### src/rtl/nebula_pkg.sv
// Shared types for the nebula mesh: port numbering, flit layout and the XY route function.
package nebula_pkg;

    typedef enum logic [2:0] {
        NORTH = 3'd0,
        EAST  = 3'd1,
        SOUTH = 3'd2,
        WEST  = 3'd3,
        LOCAL = 3'd4
    } port_e;

    localparam int NUM_PORTS = 5;
    localparam int COORD_W   = 4;
    localparam int MAX_COORD = (1 << COORD_W) - 1;
    localparam int PAYLOAD_W = 32;

    typedef struct packed {
        logic [COORD_W-1:0]   dest_x;
        logic [COORD_W-1:0]   dest_y;
        logic [PAYLOAD_W-1:0] payload;
    } flit_t;

    localparam int FLIT_W = $bits(flit_t);

    // X is resolved before Y, so a flit never turns back into the X dimension.
    function automatic port_e xy_route(input logic [COORD_W-1:0] dx, input logic [COORD_W-1:0] dy,
                                       input logic [COORD_W-1:0] x,  input logic [COORD_W-1:0] y);
        port_e p;
        if (dx > x)      p = EAST;
        else if (dx < x) p = WEST;
        else if (dy > y) p = SOUTH;
        else if (dy < y) p = NORTH;
        else             p = LOCAL;
        return p;
    endfunction

endpackage

### src/rtl/nebula_router.sv
// Five-port mesh router: one flit register per input, XY routing, fixed-priority output arbitration.
module nebula_router
    import nebula_pkg::*;
#(
    parameter int X = 0,
    parameter int Y = 0
) (
    input  logic                             clk,
    input  logic                             rst_n,
    input  logic [NUM_PORTS-1:0][FLIT_W-1:0] in_flit,
    input  logic [NUM_PORTS-1:0]             in_valid,
    output logic                             in_rdy_n,
    output logic                             in_rdy_e,
    output logic                             in_rdy_s,
    output logic                             in_rdy_w,
    output logic                             in_rdy_l,
    output logic [NUM_PORTS-1:0][FLIT_W-1:0] out_flit,
    output logic [NUM_PORTS-1:0]             link_valid,
    output logic [NUM_PORTS-1:0]             flit_out_valid,
    input  logic                             out_rdy_n,
    input  logic                             out_rdy_e,
    input  logic                             out_rdy_s,
    input  logic                             out_rdy_w,
    input  logic                             out_rdy_l
);

    localparam logic [COORD_W-1:0] MY_X = COORD_W'(X);
    localparam logic [COORD_W-1:0] MY_Y = COORD_W'(Y);

    flit_t                buf_q   [NUM_PORTS];
    logic [NUM_PORTS-1:0] buf_vld;
    port_e                req_port[NUM_PORTS];
    logic [NUM_PORTS-1:0] out_vld;
    logic [NUM_PORTS-1:0] win;
    logic [NUM_PORTS-1:0] drain;
    logic [NUM_PORTS-1:0] in_rdy;
    logic                 sel_n, sel_e, sel_s, sel_w, sel_l;

    always_comb begin
        for (int i = 0; i < NUM_PORTS; i++)
            req_port[i] = xy_route(buf_q[i].dest_x, buf_q[i].dest_y, MY_X, MY_Y);
    end

    // Ascending scan gives the lowest-index input the output; later contenders hold.
    always_comb begin
        out_vld  = '0;
        win      = '0;
        out_flit = '0;
        for (int i = 0; i < NUM_PORTS; i++) begin
            if (buf_vld[i] && !out_vld[req_port[i]]) begin
                out_vld[req_port[i]]  = 1'b1;
                out_flit[req_port[i]] = buf_q[i];
                win[i]                = 1'b1;
            end
        end
    end

    assign link_valid     = out_vld;
    // Observation copy kept as a plain variable; forcing it never injects link traffic.
    assign flit_out_valid = out_vld;

    // Each input only looks at the outputs XY routing lets it reach, which keeps the
    // mesh-wide ready chain free of combinational cycles.
    assign sel_n = (req_port[NORTH] == SOUTH) ? out_rdy_s : out_rdy_l;
    assign sel_s = (req_port[SOUTH] == NORTH) ? out_rdy_n : out_rdy_l;
    assign sel_e = (req_port[EAST] == NORTH) ? out_rdy_n :
                   (req_port[EAST] == SOUTH) ? out_rdy_s :
                   (req_port[EAST] == WEST)  ? out_rdy_w : out_rdy_l;
    assign sel_w = (req_port[WEST] == NORTH) ? out_rdy_n :
                   (req_port[WEST] == SOUTH) ? out_rdy_s :
                   (req_port[WEST] == EAST)  ? out_rdy_e : out_rdy_l;
    assign sel_l = (req_port[LOCAL] == NORTH) ? out_rdy_n :
                   (req_port[LOCAL] == EAST)  ? out_rdy_e :
                   (req_port[LOCAL] == SOUTH) ? out_rdy_s :
                   (req_port[LOCAL] == WEST)  ? out_rdy_w : out_rdy_l;

    assign in_rdy_n = !buf_vld[NORTH] || (win[NORTH] && sel_n);
    assign in_rdy_e = !buf_vld[EAST]  || (win[EAST]  && sel_e);
    assign in_rdy_s = !buf_vld[SOUTH] || (win[SOUTH] && sel_s);
    assign in_rdy_w = !buf_vld[WEST]  || (win[WEST]  && sel_w);
    assign in_rdy_l = !buf_vld[LOCAL] || (win[LOCAL] && sel_l);

    assign in_rdy = {in_rdy_l, in_rdy_w, in_rdy_s, in_rdy_e, in_rdy_n};
    assign drain  = win & {sel_l, sel_w, sel_s, sel_e, sel_n};

    always_ff @(posedge clk or negedge rst_n) begin
        if (!rst_n) begin
            buf_vld <= '0;
            for (int i = 0; i < NUM_PORTS; i++) buf_q[i] <= '0;
        end else begin
            for (int i = 0; i < NUM_PORTS; i++) begin
                if (in_valid[i] && in_rdy[i]) begin
                    buf_vld[i] <= 1'b1;
                    buf_q[i]   <= flit_t'(in_flit[i]);
                end else if (drain[i]) begin
                    buf_vld[i] <= 1'b0;
                end
            end
        end
    end

endmodule

### src/rtl/nebula_top.sv
// Mesh of nebula routers with neighbour wiring, flit-transfer counter, ready delay and status word.
module nebula_top
    import nebula_pkg::*;
#(
    parameter int MESH_WIDTH  = 4,
    parameter int MESH_HEIGHT = 4,
    parameter int NUM_NODES   = MESH_WIDTH * MESH_HEIGHT
) (
    input  logic        clk,
    input  logic        rst_n,
    output logic [31:0] status_reg,
    output logic [31:0] perf_counter,
    output logic        system_ready
);

    if (NUM_NODES != MESH_WIDTH * MESH_HEIGHT) begin : gen_bad_nodes
        $error("nebula_top: NUM_NODES must equal MESH_WIDTH*MESH_HEIGHT");
    end
    if (MESH_WIDTH < 1 || MESH_WIDTH > MAX_COORD || MESH_HEIGHT < 1 || MESH_HEIGHT > MAX_COORD) begin : gen_bad_dims
        $error("nebula_top: mesh dimensions out of range");
    end

    logic [NUM_NODES-1:0][NUM_PORTS-1:0] flit_vld_all;
    logic [31:0]                         flit_sum;
    logic [32:0]                         perf_next;
    logic [1:0]                          rdy_cnt;

    genvar gi;
    for (gi = 0; gi < NUM_NODES; gi++) begin : gen_mesh_nodes
        localparam int X = gi % MESH_WIDTH;
        localparam int Y = gi / MESH_WIDTH;

        logic [NUM_PORTS-1:0][FLIT_W-1:0] in_flit;
        logic [NUM_PORTS-1:0][FLIT_W-1:0] out_flit;
        logic [NUM_PORTS-1:0]             in_valid;
        logic [NUM_PORTS-1:0]             link_valid;
        logic in_rdy_n, in_rdy_e, in_rdy_s, in_rdy_w, in_rdy_l;
        logic out_rdy_n, out_rdy_e, out_rdy_s, out_rdy_w;
        logic unused_sink;

        if (Y > 0) begin : g_north
            assign in_valid[NORTH] = gen_mesh_nodes[gi-MESH_WIDTH].link_valid[SOUTH];
            assign in_flit[NORTH]  = gen_mesh_nodes[gi-MESH_WIDTH].out_flit[SOUTH];
            assign out_rdy_n       = gen_mesh_nodes[gi-MESH_WIDTH].in_rdy_s;
        end else begin : g_north_edge
            assign in_valid[NORTH] = 1'b0;
            assign in_flit[NORTH]  = '0;
            assign out_rdy_n       = 1'b1;
        end

        if (Y < MESH_HEIGHT - 1) begin : g_south
            assign in_valid[SOUTH] = gen_mesh_nodes[gi+MESH_WIDTH].link_valid[NORTH];
            assign in_flit[SOUTH]  = gen_mesh_nodes[gi+MESH_WIDTH].out_flit[NORTH];
            assign out_rdy_s       = gen_mesh_nodes[gi+MESH_WIDTH].in_rdy_n;
        end else begin : g_south_edge
            assign in_valid[SOUTH] = 1'b0;
            assign in_flit[SOUTH]  = '0;
            assign out_rdy_s       = 1'b1;
        end

        if (X < MESH_WIDTH - 1) begin : g_east
            assign in_valid[EAST] = gen_mesh_nodes[gi+1].link_valid[WEST];
            assign in_flit[EAST]  = gen_mesh_nodes[gi+1].out_flit[WEST];
            assign out_rdy_e      = gen_mesh_nodes[gi+1].in_rdy_w;
        end else begin : g_east_edge
            assign in_valid[EAST] = 1'b0;
            assign in_flit[EAST]  = '0;
            assign out_rdy_e      = 1'b1;
        end

        if (X > 0) begin : g_west
            assign in_valid[WEST] = gen_mesh_nodes[gi-1].link_valid[EAST];
            assign in_flit[WEST]  = gen_mesh_nodes[gi-1].out_flit[EAST];
            assign out_rdy_w      = gen_mesh_nodes[gi-1].in_rdy_e;
        end else begin : g_west_edge
            assign in_valid[WEST] = 1'b0;
            assign in_flit[WEST]  = '0;
            assign out_rdy_w      = 1'b1;
        end

        // No network interface here: local injection is idle and ejected flits are dropped.
        assign in_valid[LOCAL] = 1'b0;
        assign in_flit[LOCAL]  = '0;

        nebula_router #(.X(X), .Y(Y)) router_inst (
            .clk            (clk),
            .rst_n          (rst_n),
            .in_flit        (in_flit),
            .in_valid       (in_valid),
            .in_rdy_n       (in_rdy_n),
            .in_rdy_e       (in_rdy_e),
            .in_rdy_s       (in_rdy_s),
            .in_rdy_w       (in_rdy_w),
            .in_rdy_l       (in_rdy_l),
            .out_flit       (out_flit),
            .link_valid     (link_valid),
            .flit_out_valid (flit_vld_all[gi]),
            .out_rdy_n      (out_rdy_n),
            .out_rdy_e      (out_rdy_e),
            .out_rdy_s      (out_rdy_s),
            .out_rdy_w      (out_rdy_w),
            .out_rdy_l      (1'b1)
        );

        assign unused_sink = ^{in_rdy_n, in_rdy_e, in_rdy_s, in_rdy_w, in_rdy_l, link_valid, out_flit};
    end

    always_comb begin
        flit_sum = '0;
        for (int n = 0; n < NUM_NODES; n++)
            for (int p = 0; p < NUM_PORTS; p++)
                flit_sum = flit_sum + 32'(flit_vld_all[n][p]);
    end

    assign perf_next = {1'b0, perf_counter} + {1'b0, flit_sum};

    always_ff @(posedge clk or negedge rst_n) begin
        if (!rst_n) perf_counter <= '0;
        else        perf_counter <= perf_next[32] ? 32'hFFFF_FFFF : perf_next[31:0];
    end

    // Three counted edges, then system_ready rises on the fourth.
    always_ff @(posedge clk or negedge rst_n) begin
        if (!rst_n) begin
            rdy_cnt      <= '0;
            system_ready <= 1'b0;
        end else if (!system_ready) begin
            if (rdy_cnt == 2'd3) system_ready <= 1'b1;
            else                 rdy_cnt      <= rdy_cnt + 2'd1;
        end
    end

    assign status_reg = {8'h00, 4'(MESH_HEIGHT), 4'(MESH_WIDTH), 8'(NUM_NODES), 7'h00, system_ready};

endmodule

### config.mk
export PLATFORM = sky130hd
export DESIGN_NAME = nebula_top
export DESIGN_NICKNAME = d
export VERILOG_FILES = /design/src/rtl/nebula_pkg.sv /design/src/rtl/nebula_router.sv /design/src/rtl/nebula_top.sv
export SDC_FILE = /design/constraint.sdc
export NUM_CORES = 2
export LEC_CHECK = 0
export BUFFER_PORTS_ARGS = -buffer_cell sky130_fd_sc_hd__buf_2
export CAP_MARGIN = 40
export CORE_ASPECT_RATIO = 1.5
export CORE_MARGIN = 2
export CORE_UTILIZATION = 30
export CTS_CLUSTER_DIAMETER = 100
export DETAILED_ROUTE_END_ITERATION = 10
export HOLD_SLACK_MARGIN = 0.08
export PLACE_DENSITY = 0.54
export SLEW_MARGIN = 20
export SYNTH_ARGS = -nofsm -noshare
export SYNTH_HDL_FRONTEND = slang
export SYNTH_SLANG_ARGS = --single-unit
### constraint.sdc
create_clock -name clk -period 14.5 [get_ports clk]
set_clock_uncertainty 0.1 [all_clocks]
set_input_delay 0.725 -clock clk [delete_from_list [all_inputs] [get_ports clk]]
set_output_delay 0.725 -clock clk [all_outputs]
set_load 0.02 [all_outputs]
==> results.json <==
{
  "drive_gt1_frac": 0.09301,
  "setup_viol": 0,
  "cts-root-buf": "clkbuf_16",
  "via_count": 23830,
  "ir_drop_mv": 0.09679,
  "rsz0062_at_grt": "false",
  "start_util": 0.3030,
  "relSlewSlack": 0.2833,
  "drt_iter0_drc": 2043,
  "p_per_area_nw_per_um2": 96.31,
  "clk_path_buf_depth": 3,
  "drc_errors": 0,
  "antenna_cells": 0,
  "synth_edf_count": 0,
  "ys_types": 119,
  "synth_flop_cell": "dfrtp_1",
  "path_class": "reg2reg",
  "synth_largest_area_cell": "dfrtp_1",
  "tns_ps": 0,
  "clkTransAtPathRegs_ps": 60,
  "grt-ovfl-total": 0,
  "die_area_sq_um": 96520,
  "outcome": "finished, final reports clean",
  "synth_mux_area_frac": 0.03634,
  "routabilityCongestion": 0.9937,
  "leakagePower_nw": 14.38,
  "dp.cells": 4192,
  "pin_count": 67,
  "cts.sinks": 467,
  "fp-row-count": 137,
  "firstDrtPassIters": 11,
  "grt_pass1_vias": 24060,
  "ys_ff_latch": 467,
  "finalNetCount": 3099,
  "die_y_um": 379.5,
  "worst_setup_path_end_kind": "register",
  "htreeDepth": 2,
  "worst-slew-pin-transition_ps": 1075,
  "dp_hpwl_um": 72330,
  "async_flop_share": 1.000,
  "netlist_area_sq_um": 28200,
  "ant_nets": 0,
  "antenna_found_initial": 0,
  "ys_warn_count": 0,
  "cpMaxStageDelayCell": "or4b_2",
  "cp_max_fo": 16,
  "fmax_ghz": 0.09218,
  "finalMaxSlewViolations": 0,
  "cts_inserted_buffers": 49,
  "dpl_cell_area_sq_um": 29820,
  "clock_latency_ps": 610,
  "synth_compound_gate_area_share": 0.2083,
  "cp.required_ps": 14880,
  "coreArea_sq_um": 93080,
  "io_buffers": 35,
  "drv_cap": 0,
  "yosys-top-cells-area": "dfrtp_1, fa_1, a222oi_1",
  "finalCriticalPeriod_ps": 10850,
  "grt_pass1_wl_um": 144000,
  "worstPathArrival_ps": 11220,
  "seq_area_frac_synth": 0.4144,
  "synthSimpleGateAreaFrac": 0.2218,
  "routed_wl_um": 92470,
  "grt_usage": 0.1920,
  "n_fill_cell": 9594,
  "synthAdderAreaFrac": 0.06398,
  "post_drt_via_cell_ratio": 5.564,
  "hp-class": "reg2reg",
  "synth_top_area_frac": 0.4144,
  "timing.critical_path.mode_cell": "fa_1",
  "fin_crit_sh": 0.7481,
  "max_stage_delay_ps": 740,
  "instances_no_fill": 4283,
  "wl_per_cell_um": 21.59,
  "finish.instance_area_sq_um": 31520,
  "synth_top_family_by_area": "simple AND/OR/NAND/NOR gates",
  "synthCells": 2937,
  "die_x_um": 254.3,
  "cts_tree": "built",
  "finalHoldViolCount": 0,
  "synth_xor_area_frac": 0.007765,
  "grt_max_degree": 153,
  "avgSynthCellArea_sq_um": 9.601,
  "critPathLaunchType": "register",
  "area.growth.synth_to_final_pct": 11.76
}
-- stage by stage --
stage	power, mW	hold slack [ps]	worst slack [ps]	util
global route	3.182	420.3	2857	0.3386
detailed placement	1.738	373.9	3603	0.3204
finish	3.035	376.5	3652	0.3386
CTS	3.078	384.9	3584	0.3382
floorplan	1.613	329.4	4923	-
global placement	1.739	369.8	3179	0.3191
-- registers in the layout, summed over array words and instances (netlist names) --
signal and cells:
gen_mesh_nodes.router_inst.buf_vld 48, system_ready 1, perf_counter 32, rdy_cnt 2, gen_mesh_nodes.router_inst.buf_q 384
-- critical path: cells and delay by family (launching register included) --
family	cells	cell delay, ps
adder cells (fa/ha/maj)	10	4730
AO/OA/AOI/OAI	10	2450
AND/OR/NAND/NOR	6	2130
buffers and inverters	7	610
flip-flops	1	470
multiplexers	1	260
-- power by group --
| group | switching (mW) | internal [mW] | leakage [nW] |
|---|---|---|---|
| sequential | 0.0154 | 1.32 | 6.49 |
| clock | 0.554 | 0.762 | 0.797 |
| combinational | 0.236 | 0.146 | 7.10 |
| total | 0.805 | 2.23 | 14.4 |
-- cells in the mapped netlist, types with 10 or more instances --
master,n
dfrtp_1,467
nand2_1,313
inv_1,213
nor2_1,200
a222oi_1,139
o21ai_0,132
and2_1,109
nor3_1,83
a21oi_1,81
nand3_1,80
nor2b_1,78
fa_1,72
clkbuf_1,45
mux2i_1,45
and3_1,44
a22o_1,42
mux2_2,42
nand2b_1,41
nor4_1,40
a22oi_1,39
buf_4,36
ha_1,29
or3_1,29
or2_2,26
a31oi_1,23
a211oi_1,22
o211ai_1,22
o31ai_1,22
nand4_1,21
nor4b_1,21
a221o_1,20
a211o_1,17
a21boi_0,17
o21a_1,17
a221oi_1,16
o22ai_1,15
xor2_1,15
buf_2,12
or4_1,12
a21o_1,11
o41ai_1,11
xnor2_1,10
-- cell usage in the layout (no fill, tap or decap), types with 29 or more instances in the layout --
cell       instances
a21oi_1           81
nand2b_1          41
a22o_1            42
a222oi_1         139
and3_1            44
clkbuf_16         49
conb_1            39
buf_2             43
nand2_1          313
or3_1             29
nor3_1            81
and2_1           109
mux2_2            42
o21ai_0          132
mux2i_1           45
a22oi_1           39
fa_1              72
ha_1              29
nor2b_1           78
nand3_1           80
nor4_1            40
nor2_1           200
inv_1            213
dfrtp_1          467
-- layer usage --
| metal | track usage | up-vias | routed length [um] | part of all wire |
|---|---|---|---|---|
| li1 | - | 11040 | - | - |
| met1 | 0.2080 | 11800 | 33990 | 0.37 |
| met2 | 0.3645 | 758 | 49800 | 0.54 |
| met3 | 0.01909 | 229 | 3539 | 0.038 |
| met4 | 0.1001 | 0 | 5145 | 0.056 |
| met5 | 0 | - | 0 | 0 |
-- cells by family after synthesis --
| group | Yosys count |
|---|---|
| muxes | 96 |
| buffers and inverters | 312 |
| xor gates and xnor gates | 25 |
| other | 2 |
| DFF | 467 |
| adders and majority gates | 101 |
| AOI/OAI and AO/OA | 757 |
| and+or+nand+nor | 1177 |
-- repair_timing --
| item | in CTS | in global routing |
|---|---|---|
| endpoints found under the hold margin | 62 | 0 |
| gates resized for setup | 0 | 0 |
| buffers inserted | 0 | 0 |
| hold buffers | 1 | 0 |
-- final timing paths --
| check | cells past startpoint | startpoint | slack (ps) | endpoint |
|---|---|---|---|---|
| min in group asynchronous | 2 | rst_n | 550 | gen_mesh_nodes[3].router_inst.buf_vld[2]$_DFFE_PN0P_ |
| worst max-delay path | 34 | gen_mesh_nodes[10].router_inst.buf_q[154]$_DFFE_PN0P_ | 3650 | perf_counter[25]$_DFF_PN0_ |
| max in group asynchronous | 5 | rst_n | 11890 | gen_mesh_nodes[12].router_inst.buf_q[158]$_DFFE_PN0P_ |
| worst max register to register | 34 | gen_mesh_nodes[10].router_inst.buf_q[154]$_DFFE_PN0P_ | 3650 | perf_counter[25]$_DFF_PN0_ |
| worst min-delay path | 1 | rdy_cnt[0]$_DFFE_PN0P_ | 380 | rdy_cnt[0]$_DFFE_PN0P_ |
| worst min register to register | 1 | rdy_cnt[0]$_DFFE_PN0P_ | 380 | rdy_cnt[0]$_DFFE_PN0P_ |
-- layout make-up --
class | instances | area, sq um | area share
tap | 1251 | 1565 | 0.04966
inverter | 213 | 799.5 | 0.02537
clock buffer | 67 | 1394 | 0.04423
clock inverter | 20 | 252.7 | 0.008019
timing repair buffer | 70 | 485.5 | 0.01540
sequential | 467 | 11690 | 0.3708
multi-input combinational | 2195 | 15330 | 0.4865
Power figures use the tool's default switching activity.
